--- config.mk ---
export PLATFORM = sky130hd
export DESIGN_NAME = board_pick_ctrl_flat
export DESIGN_NICKNAME = d
export VERILOG_FILES = /design/src/rtl/board_pkg.sv /design/src/rtl/board_pick_ctrl_if.sv /design/src/rtl/square_mapper.sv /design/src/rtl/board_pick_ctrl.sv /design/src/flat_wrapper.sv
export SDC_FILE = /design/constraint.sdc
export NUM_CORES = 1
export LEC_CHECK = 0
export CORE_MARGIN = 3
export CORE_UTILIZATION = 50
export DETAILED_ROUTE_END_ITERATION = 16
export PLACE_DENSITY = 0.78
export SYNTH_ARGS = -nofsm -noshare
export SYNTH_HDL_FRONTEND = slang
export SYNTH_HIERARCHICAL = 1
export SYNTH_SLANG_ARGS = --single-unit
--- constraint.sdc ---
create_clock -name clk -period 2.8 [get_ports clk]
set_input_delay 0.42 -clock clk [delete_from_list [all_inputs] [get_ports clk]]
set_output_delay 0.42 -clock clk [all_outputs]
set_load 0.005 [all_outputs]
--- src/rtl/board_pkg.sv ---
// board_pkg: shared definitions for the board pick-and-drop controller.
//   - default board geometry (squares per side, square size, origin, coordinate width)
//   - control FSM state encoding
//   - idx_width(): square index width for a given board size
package board_pkg;

  localparam int DEF_BOARD_N  = 8;
  localparam int DEF_SQ_SIZE  = 64;
  localparam int DEF_ORIGIN_X = 256;
  localparam int DEF_ORIGIN_Y = 128;
  localparam int DEF_COORD_W  = 12;

  typedef enum logic [2:0] {
    ST_IDLE  = 3'd0,
    ST_QUERY = 3'd1,
    ST_CHECK = 3'd2,
    ST_HELD  = 3'd3,
    ST_REQ   = 3'd4
  } pick_state_e;

  // Width of a square index for a board_n x board_n board (at least 1 bit).
  function automatic int idx_width(input int board_n);
    return (board_n * board_n > 1) ? $clog2(board_n * board_n) : 1;
  endfunction

endpackage

--- src/rtl/board_pick_ctrl_if.sv ---
// board_pick_ctrl_if: move request handshake from the pick controller to the
// board-state logic.
//   mv_valid  master -> slave  a move request is pending
//   mv_ready  slave  -> master the board-state logic accepts it this cycle
//   mv_from   master -> slave  source square index
//   mv_to     master -> slave  destination square index
// The payload is held stable while mv_valid=1; mv_valid only drops after a
// cycle with mv_valid & mv_ready (or on reset).
interface board_pick_ctrl_if #(
  parameter int IDX_W = board_pkg::idx_width(board_pkg::DEF_BOARD_N)
);
  logic             mv_valid;
  logic             mv_ready;
  logic [IDX_W-1:0] mv_from;
  logic [IDX_W-1:0] mv_to;

  modport master (output mv_valid, output mv_from, output mv_to, input mv_ready);
  modport slave  (input mv_valid, input mv_from, input mv_to, output mv_ready);
endinterface

--- src/rtl/square_mapper.sv ---
// square_mapper: free-running mouse-position to board-square mapper.
// One update period is BOARD_N+2 cycles:
//   cnt 0          : sample xpos/ypos, remove the origin, run the in-board test
//   cnt 1..BOARD_N : one restoring-subtraction step of SQ_SIZE on x and y in parallel
//   cnt BOARD_N+1  : publish hover_valid / hover_idx = row*BOARD_N + col, restart
// Repeated subtraction keeps SQ_SIZE free of any power-of-two restriction.
// Ports:
//   clk, rst        clock, synchronous active-low reset
//   xpos, ypos      mouse position (already in the clk domain)
//   hover_valid     cursor is inside the board
//   hover_idx       square under the cursor, 0 when outside
module square_mapper import board_pkg::*; #(
  parameter int BOARD_N  = DEF_BOARD_N,
  parameter int SQ_SIZE  = DEF_SQ_SIZE,
  parameter int ORIGIN_X = DEF_ORIGIN_X,
  parameter int ORIGIN_Y = DEF_ORIGIN_Y,
  parameter int COORD_W  = DEF_COORD_W,
  parameter int IDX_W    = idx_width(DEF_BOARD_N)
) (
  input  logic               clk,
  input  logic               rst,
  input  logic [COORD_W-1:0] xpos,
  input  logic [COORD_W-1:0] ypos,
  output logic               hover_valid,
  output logic [IDX_W-1:0]   hover_idx
);

  localparam int CNT_W = $clog2(BOARD_N + 2);
  localparam int CW    = $clog2(BOARD_N + 1);
  localparam int X_END = ORIGIN_X + BOARD_N * SQ_SIZE;
  localparam int Y_END = ORIGIN_Y + BOARD_N * SQ_SIZE;

  localparam logic [CNT_W-1:0]   CNT_LAST = CNT_W'(BOARD_N + 1);
  localparam logic [COORD_W-1:0] SQ       = COORD_W'(SQ_SIZE);
  localparam logic [COORD_W-1:0] OX       = COORD_W'(ORIGIN_X);
  localparam logic [COORD_W-1:0] OY       = COORD_W'(ORIGIN_Y);

  logic [CNT_W-1:0]   cnt_q, cnt_d;
  logic [COORD_W-1:0] rem_x_q, rem_x_d, rem_y_q, rem_y_d;
  logic [CW-1:0]      col_q, col_d, row_q, row_d;
  logic               inb_q, inb_d;
  logic               hover_valid_q, hover_valid_d;
  logic [IDX_W-1:0]   hover_idx_q, hover_idx_d;

  always_comb begin
    // NOTE: every variable gets its hold value first so no path leaves it unassigned (no latch).
    cnt_d         = cnt_q;
    rem_x_d       = rem_x_q;
    rem_y_d       = rem_y_q;
    col_d         = col_q;
    row_d         = row_q;
    inb_d         = inb_q;
    hover_valid_d = hover_valid_q;
    hover_idx_d   = hover_idx_q;

    if (cnt_q == '0) begin
      // Remainders are only meaningful when inb_d=1; out-of-board wraparound is discarded.
      rem_x_d = xpos - OX;
      rem_y_d = ypos - OY;
      col_d   = '0;
      row_d   = '0;
      inb_d   = (int'(xpos) >= ORIGIN_X) && (int'(xpos) < X_END) &&
                (int'(ypos) >= ORIGIN_Y) && (int'(ypos) < Y_END);
      cnt_d   = CNT_W'(1);
    end else if (cnt_q != CNT_LAST) begin
      if (rem_x_q >= SQ) begin
        rem_x_d = rem_x_q - SQ;
        col_d   = col_q + CW'(1);
      end
      if (rem_y_q >= SQ) begin
        rem_y_d = rem_y_q - SQ;
        row_d   = row_q + CW'(1);
      end
      cnt_d = cnt_q + CNT_W'(1);
    end else begin
      hover_valid_d = inb_q;
      hover_idx_d   = inb_q ? (IDX_W'(row_q) * IDX_W'(BOARD_N) + IDX_W'(col_q)) : '0;
      cnt_d         = '0;
    end
  end

  // NOTE: sequential state uses non-blocking assignments so all flops update from pre-edge values.
  always_ff @(posedge clk) begin
    if (!rst) begin
      cnt_q         <= '0;
      rem_x_q       <= '0;
      rem_y_q       <= '0;
      col_q         <= '0;
      row_q         <= '0;
      inb_q         <= 1'b0;
      hover_valid_q <= 1'b0;
      hover_idx_q   <= '0;
    end else begin
      cnt_q         <= cnt_d;
      rem_x_q       <= rem_x_d;
      rem_y_q       <= rem_y_d;
      col_q         <= col_d;
      row_q         <= row_d;
      inb_q         <= inb_d;
      hover_valid_q <= hover_valid_d;
      hover_idx_q   <= hover_idx_d;
    end
  end

  assign hover_valid = hover_valid_q;
  assign hover_idx   = hover_idx_q;

endmodule

--- src/rtl/board_pick_ctrl.sv ---
// board_pick_ctrl: mouse-driven piece pick-and-drop controller.
// Maps the mouse onto the board (square_mapper), qualifies a press against the
// occupancy lookup, holds the picked piece and issues a from/to move request.
// Ports:
//   clk, rst              clock, synchronous active-low reset
//   xpos, ypos            mouse position (already in the clk domain)
//   lmb                   left mouse button level
//   query_idx / query_occ occupancy lookup; query_occ valid 1 cycle after query_idx
//   hover_valid/hover_idx square under the cursor
//   held / held_idx       a piece is held, and its source square
//   mv                    move request handshake (master side)
// Build option: BOARD_PICK_CANCEL_EN - when defined, a drop outside the board or
// on the source square cancels the pick; otherwise such a drop is ignored and
// the piece stays held.
module board_pick_ctrl import board_pkg::*; #(
  parameter int BOARD_N  = DEF_BOARD_N,
  parameter int SQ_SIZE  = DEF_SQ_SIZE,
  parameter int ORIGIN_X = DEF_ORIGIN_X,
  parameter int ORIGIN_Y = DEF_ORIGIN_Y,
  parameter int COORD_W  = DEF_COORD_W
) (
  input  logic                          clk,
  input  logic                          rst,
  input  logic [COORD_W-1:0]            xpos,
  input  logic [COORD_W-1:0]            ypos,
  input  logic                          lmb,
  output logic [idx_width(BOARD_N)-1:0] query_idx,
  input  logic                          query_occ,
  output logic                          hover_valid,
  output logic [idx_width(BOARD_N)-1:0] hover_idx,
  output logic                          held,
  output logic [idx_width(BOARD_N)-1:0] held_idx,
  board_pick_ctrl_if.master             mv
);

  localparam int IDX_W = idx_width(BOARD_N);

  square_mapper #(
    .BOARD_N (BOARD_N),
    .SQ_SIZE (SQ_SIZE),
    .ORIGIN_X(ORIGIN_X),
    .ORIGIN_Y(ORIGIN_Y),
    .COORD_W (COORD_W),
    .IDX_W   (IDX_W)
  ) u_mapper (
    .clk        (clk),
    .rst        (rst),
    .xpos       (xpos),
    .ypos       (ypos),
    .hover_valid(hover_valid),
    .hover_idx  (hover_idx)
  );

  pick_state_e      state_q, state_d;
  logic             lmb_q, lmb_dly_q;
  logic [IDX_W-1:0] query_idx_q, query_idx_d;
  logic             held_q, held_d;
  logic [IDX_W-1:0] held_idx_q, held_idx_d;
  logic [IDX_W-1:0] mv_from_q, mv_from_d;
  logic [IDX_W-1:0] mv_to_q, mv_to_d;
  logic             pend_q, pend_d;
  logic             press_evt, rel_evt;

  // Edges of the once-registered button level.
  assign press_evt = lmb_q & ~lmb_dly_q;
  assign rel_evt   = ~lmb_q & lmb_dly_q;

  always_comb begin
    state_d     = state_q;
    query_idx_d = query_idx_q;
    held_d      = held_q;
    held_idx_d  = held_idx_q;
    mv_from_d   = mv_from_q;
    mv_to_d     = mv_to_q;
    pend_d      = pend_q;

    case (state_q)
      ST_IDLE: begin
        pend_d = 1'b0;
        if (press_evt && hover_valid) begin
          query_idx_d = hover_idx;
          state_d     = ST_QUERY;
        end
      end
      ST_QUERY: begin
        // Occupancy answer arrives next cycle; remember a quick release meanwhile.
        if (rel_evt) pend_d = 1'b1;
        state_d = ST_CHECK;
      end
      ST_CHECK: begin
        if (query_occ) begin
          held_d     = 1'b1;
          held_idx_d = query_idx_q;
          pend_d     = pend_q | rel_evt;
          state_d    = ST_HELD;
        end else begin
          pend_d  = 1'b0;
          state_d = ST_IDLE;
        end
      end
      ST_HELD: begin
        pend_d = 1'b0;
        if (rel_evt || pend_q) begin
          if (hover_valid && (hover_idx != held_idx_q)) begin
            mv_from_d = held_idx_q;
            mv_to_d   = hover_idx;
            state_d   = ST_REQ;
          end else begin
`ifdef BOARD_PICK_CANCEL_EN
            held_d  = 1'b0;
            state_d = ST_IDLE;
`endif
          end
        end
      end
      ST_REQ: begin
        // Button edges are ignored here; only the handshake can leave REQ.
        if (mv.mv_ready) begin
          held_d  = 1'b0;
          state_d = ST_IDLE;
        end
      end
      default: state_d = ST_IDLE;
    endcase
  end

  always_ff @(posedge clk) begin
    if (!rst) begin
      state_q     <= ST_IDLE;
      lmb_q       <= 1'b0;
      lmb_dly_q   <= 1'b0;
      query_idx_q <= '0;
      held_q      <= 1'b0;
      held_idx_q  <= '0;
      mv_from_q   <= '0;
      mv_to_q     <= '0;
      pend_q      <= 1'b0;
    end else begin
      state_q     <= state_d;
      lmb_q       <= lmb;
      lmb_dly_q   <= lmb_q;
      query_idx_q <= query_idx_d;
      held_q      <= held_d;
      held_idx_q  <= held_idx_d;
      mv_from_q   <= mv_from_d;
      mv_to_q     <= mv_to_d;
      pend_q      <= pend_d;
    end
  end

  assign query_idx  = query_idx_q;
  assign held       = held_q;
  assign held_idx   = held_idx_q;
  assign mv.mv_valid = (state_q == ST_REQ);
  assign mv.mv_from  = mv_from_q;
  assign mv.mv_to    = mv_to_q;

endmodule

--- src/flat_wrapper.sv ---
// flat-port wrapper written by rule: the top's interface ports become plain ports
module board_pick_ctrl_flat import board_pkg::*;
#(
  parameter int BOARD_N  = DEF_BOARD_N,
  parameter int SQ_SIZE  = DEF_SQ_SIZE,
  parameter int ORIGIN_X = DEF_ORIGIN_X,
  parameter int ORIGIN_Y = DEF_ORIGIN_Y,
  parameter int COORD_W  = DEF_COORD_W
)
  (clk, rst, xpos, ypos, lmb, query_idx, query_occ, hover_valid, hover_idx, held, held_idx, mv_mv_valid, mv_mv_from, mv_mv_to, mv_mv_ready);
  board_pick_ctrl_if mv_i ();
  input  logic clk;
  input  logic rst;
  input  logic [COORD_W-1:0] xpos;
  input  logic [COORD_W-1:0] ypos;
  input  logic lmb;
  output logic [idx_width(BOARD_N)-1:0] query_idx;
  input  logic query_occ;
  output logic hover_valid;
  output logic [idx_width(BOARD_N)-1:0] hover_idx;
  output logic held;
  output logic [idx_width(BOARD_N)-1:0] held_idx;
  output wire logic [$bits(mv_i.mv_valid)-1:0] mv_mv_valid;
  output wire logic [$bits(mv_i.mv_from)-1:0] mv_mv_from;
  output wire logic [$bits(mv_i.mv_to)-1:0] mv_mv_to;
  input wire logic [$bits(mv_i.mv_ready)-1:0] mv_mv_ready;
  assign mv_mv_valid = mv_i.mv_valid;
  assign mv_mv_from = mv_i.mv_from;
  assign mv_mv_to = mv_i.mv_to;
  assign mv_i.mv_ready = mv_mv_ready;
  board_pick_ctrl #(.BOARD_N(BOARD_N), .SQ_SIZE(SQ_SIZE), .ORIGIN_X(ORIGIN_X), .ORIGIN_Y(ORIGIN_Y), .COORD_W(COORD_W)) u_core (.clk(clk), .rst(rst), .xpos(xpos), .ypos(ypos), .lmb(lmb), .query_idx(query_idx), .query_occ(query_occ), .hover_valid(hover_valid), .hover_idx(hover_idx), .held(held), .held_idx(held_idx), .mv(mv_i));
endmodule
==> reports/metrics.yaml, run 1 <==
routing:
  num_vias: 3061
  drc: 0
  avgViaCountPerCell: 5.68
  ant_nets: 0
  post_drt_wl_per_cell_um: 15.1
  drt_iter0_markers: 229
  drtPass1Iterations: 4
  wl_um: 8160
timing:
  maxSlewViolCount: 0
  fin_crit_ps: 2180
  fmax_mhz: 458
  setup_viol: 0
  maxSlewHeadroom: 0.495
  rsz0062_at_grt: "no"
  worst_slew_pin_slew_ps: 754
  setup_ws_ps: 618
  finalSetupTns_ps: 0
  finalHoldViolCount: 0
  fin_crit_sh: 0.779
  finClkSkew_ps: 11.1
yosys:
  synth_ff_type: "dfxtp_1"
  netlist_area_mm2: 0.00350
  synth.avg_cell_area_um2: 9.15
  async_reset_ff_frac: 0
  synth_nets: 427
  synthCells: 382
  synthTopCellsByCount: "dfxtp_1 (74), nand2_1 (42), a21oi_1 (35)"
  netlist.area_leader.share: 0.424
  yosysTopAreaCell: "dfxtp_1"
  synth_seq_area_share: 0.424
  synth_cell_types: 54
  synth_seq_cells: 74
  post-synth-top-count-cell: "dfxtp_1"
  synth.area.top_cells: "dfxtp_1 (42%), ha_1 (5.7%), a21oi_1 (5.0%), nand2_1 (4.5%), a32o_1 (3.7%)"
  synth_edf_count: 0
  yosys_warnings: 6
clock_tree:
  clk_pin_slew_ps: 80
  ctsResizeCount: 0
  hold_buffers: 0
  htreeDepth: 3
  cts_tree: "yes"
  cts_num_sinks: 74
  postCtsSetupBuffers: 0
  cts_root_buf: "clkbuf_8"
  cts_max_path_buffers: 2
  clk_latency_ps: 350
  cts_made_buffers: 9
placement:
  detailedPlace.worstSlack_ps: 642
  dp_hpwl_um: 6020
  place_congestion: 0.861
  io_buffers: 61
power:
  power-per-cell-area_mw_per_mm2: 541
  peakVddDrop_mv: 0.352
  total_power_mw: 2.36
  p_leak_nw: 1.69
final_layout:
  nets: 486
  regArea_mm2: 0.00148
  drive_gt1_frac: 0.0807
  n_antenna_cell: 0
  syn2layout_area_growth_pct: 24.8
  multi_input_area_mm2: 0.00183
  fin_util: 0.665
  fill_cells: 543
grt:
  grt_usage: 0.213
  grt_pass1_wl_um: 13400
  overflow: 0
  antenna_found_initial: 0
  first_global_vias: 2864
  grt_start_max_net_pins: 31
hold_path:
  hold_path_class: "flop to flop"
  worstHoldStart: "u_core/u_mapper/rem_x_q[5]"
worst_setup_path:
  worst-setup-path-type: "flop to output pin"
  crit_fanout: 7
  crit_start: "u_core/state_q[2]"
  start_kind: "flop"
  critPathRequiredTime_ps: 2380
  end_kind: "output pin"
  reg2reg_from: "u_core/u_mapper/rem_x_q[6]"
  critPathArrivalTime_ps: 1760
die:
  die_height_um: 89.6
  num_rows: 29
  die_area_mm2: 0.00803
  die_w_um: 89.6
  core_mm2: 0.00657
  ios: 62
  initial_core_util: 0.532
run_status:
  outcome: "finished clean"
run:
  maxCapViolations: 0
-- worst max-delay path, cell delays in order, from the launching register on --
cell,delay [ps]
dfxtp_1,470
nor3b_1,370
clkdlybuf4s50_1,570
-- power by group --
part	internal, mW	switching, mW	total (mW)
combinational	0.173	0.209	0.382
sequential	1.11	0.0546	1.16
clock	0.413	0.403	0.816
total	1.70	0.666	2.36
-- layout by cell type, fill, tap and decap left out, types with 12 or more instances in the layout --
cell and count:
clkdlybuf4s50_1 61, nand2_1 42, ha_1 16, a21oi_1 35, nor2b_1 15, dfxtp_1 74
a32o_1 13, nand3_1 19, mux2i_1 12, inv_1 15, xor2_1 12
-- path summary, 6_finish.rpt --
| kind | to | slack [ps] | cells after the start |
|---|---|---|---|
| max | mv_mv_valid | 620 | 2 |
| min | u_core/u_mapper/rem_x_q[5] | 460 | 2 |
| max reg2reg | u_core/u_mapper/rem_x_q[9] | 620 | 5 |
| min reg2reg | u_core/u_mapper/rem_x_q[5] | 460 | 2 |
-- per-stage QoR --
stage	cell area (µm²)	hold WS [ps]	instances
floorplan	3500	431	382
global placement	4170	443	523
detailed placement	4170	451	523
CTS	4360	462	539
global route	4360	492	539
finish	4360	455	539
-- cell families after synthesis --
logic type,synth area share
compound gates,0.179
fa+ha+maj,0.0573
xor+xnor,0.0351
flops,0.424
buf+inv,0.0537
mux,0.0344
simple gates,0.217
-- routing by layer --
layer | wire length, µm | share of wire | GRT usage | vias up
li1 | - | - | - | 1520
met1 | 3700 | 0.45 | 0.290 | 1447
met2 | 3910 | 0.48 | 0.335 | 86
met3 | 456 | 0.056 | 0.0511 | 8
met4 | 89 | 0.011 | 0.0663 | 0
met5 | 0 | 0 | 0 | -
-- final cells by class --
class,instances,area share
Multi-Input combinational cell,270,0.420
Timing Repair Buffer,71,0.157
Sequential cell,74,0.339
Clock inverter,6,0.0149
Tap cell,93,0.0267
Clock buffer,10,0.0292
Inverter,15,0.0129
-- flip-flops by register name, summed over array words and instances, names as in the netlist, 6 cells and up --
signal and cells:
u_core/held_idx 6, u_core/mv.mv_from 6, u_core/mv.mv_to 6, u_core/query_idx 6
u_core/u_mapper/hover_idx 6, u_core/u_mapper/rem_x_q 12, u_core/u_mapper/rem_y_q 12
No activity file was read; power rests on OpenSTA's default activity.
==> run 2, diff against run 1 <==
Settings changed: CORE_UTILIZATION 50 to 47, PLACE_DENSITY 0.78 to 0.77.
Clock period 2.8 ns to 1.9 ns, I/O delays scaled along.
==> reports/metrics.yaml, run 2 (synthesis results as in run 1) <==
run_status:
  outcome: "complete, but fails checks"
  failed_checks: "setup timing"
clock_tree:
  cts_root_buf: "clkbuf_8"
  clk_pin_slew_ps: 80
  cts_num_sinks: 74
  clk_latency_ps: 350
  cts_max_path_buffers: 2
  cts_tree: "yes"
  hold_buffers: 0
  cts_made_buffers: 9
  htreeDepth: 3
routing:
  wl_um: 9240
  avgViaCountPerCell: 5.72
  drt_iter0_markers: 148
  ant_nets: 0
  drc: 0
  drtPass1Iterations: 5
  post_drt_wl_per_cell_um: 16.0
  num_vias: 3304
final_layout:
  fin_area_mm2: 0.00485
  fin_util: 0.691
  fill_cells: 504
  reg.largest.list: "u_core/u_mapper/rem_x_q: 12 flops, u_core/u_mapper/rem_y_q: 12 flops"
  final_common_cell: "dfxtp_1"
  syn2layout_area_growth_pct: 38.7
  regArea_mm2: 0.00149
  layout_common_cells: "dfxtp_1 (66), clkdlybuf4s50_1 (61), buf_4 (43)"
  drive_gt1_frac: 0.216
  multi_input_area_mm2: 0.00200
  n_antenna_cell: 0
  nets: 522
worst_setup_path:
  start_kind: "flop"
  max_stage_delay_ps: 490
  critPathRequiredTime_ps: 2160
  crit_path_top_delay_cell: "or4_4"
  crit_fanout: 2
  end_kind: "flop"
  cp_cell_sequence: "inv_1, ha_2, and3b_1, or4_4, or3_4, a221oi_2"
  critical_path.top_delay_family: "simple AND/OR/NAND/NOR gates"
  path_buf_inv: 1
  worst-setup-path-type: "flop to flop"
  critPathArrivalTime_ps: 2220
timing:
  finClkSkew_ps: 8.64
  maxSlewViolCount: 0
  fmax_mhz: 512
  maxSlewHeadroom: 0.629
  setup_ws_ps: -52.6
  fin_crit_sh: 1.03
  holdWs_ps: 455
  finalHoldViolCount: 0
  rsz0062_at_grt: "yes"
  setup_viol: 6
  fin_crit_ps: 1950
  worst_slew_pin_slew_ps: 556
  finalSetupTns_ps: -160
grt:
  grt_usage: 0.214
  grt_start_max_net_pins: 31
  antenna_found_initial: 0
  first_global_vias: 3150
  grt_pass1_wl_um: 14600
  overflow: 0
die:
  core_mm2: 0.00702
  die_w_um: 92.2
  initial_core_util: 0.498
  die_area_mm2: 0.00851
  die_height_um: 92.2
  num_rows: 30
  ios: 62
power:
  p_leak_nw: 1.90
  peakVddDrop_mv: 0.592
  power-per-cell-area_mw_per_mm2: 797
  total_power_mw: 3.87
placement:
  placed_area_mm2: 0.00438
  dp_hpwl_um: 6210
  place_congestion: 0.849
  io_buffers: 61
run:
  maxCapViolations: 0
hold_path:
  hold_path_class: "flop to flop"
==> run 2: cell types whose count changed in the layout (fill, tap and decap cells not counted), moves of 4 or more <==
cell	previous run	this run
buf_4	10	43
dfxtp_1	74	66
dfxtp_2	0	7
ha_1	16	11
ha_4	0	4
inv_1	15	11
inv_2	0	4
==> run 2: metal layers <==
metal  track usage  up-vias  wire length, µm
met5             0        -                0
met4        0.0916        0              190
met3        0.0459       18              448
met2         0.375      111             4610
met1         0.249     1574             3990
li1              -     1601                -
==> run 2: path summary, 6_finish.rpt <==
| path | end | cells after the start | start | slack [ps] |
|---|---|---|---|---|
| worst max-delay path | u_core/u_mapper/rem_x_q[10] | 6 | u_core/u_mapper/cnt_q[1] | -50 |
| worst max register to register | u_core/u_mapper/rem_x_q[10] | 6 | u_core/u_mapper/cnt_q[1] | -50 |
| worst min register to register | u_core/u_mapper/rem_x_q[5] | 2 | u_core/u_mapper/rem_x_q[5] | 460 |
| worst min-delay path | u_core/u_mapper/rem_x_q[5] | 2 | u_core/u_mapper/rem_x_q[5] | 460 |
==> run 2: cell type report <==
cell class                      count  share of cell area
Inverter                           15              0.0116
Sequential cell                    74               0.308
Clock buffer                        9              0.0256
Multi-Input combinational cell    271               0.414
Tap cell                           96              0.0248
Timing Repair Buffer              106               0.199
Clock inverter                      7              0.0173
==> run 2: tightest hold or removal path: stages (launching register included) <==
cell and delay (ps):
dfxtp_1 310, nand2_1 50, a21oi_1 50
==> run 2: power by group <==
group | switching (mW) | internal [mW]
clock | 0.649 | 0.631
sequential | 0.0924 | 1.64
combinational | 0.424 | 0.429
total | 1.17 | 2.70
==> run 2: repair_timing <==
item | 4_1_cts | 5_1_grt
endpoints found under the setup margin | 8 | 19
setup buffers | 6 | 3
cloned | 2 | 0
resized for setup | 18 | 22
pin swaps | 9 | 9
==> run 2: metrics by stage <==
step                worst slack (ps)  instances
CTS                            -25.0        576
global placement                -104        552
floorplan                      -17.7        382
detailed placement              -138        552
global route                    -115        578
finish                         -52.6        578
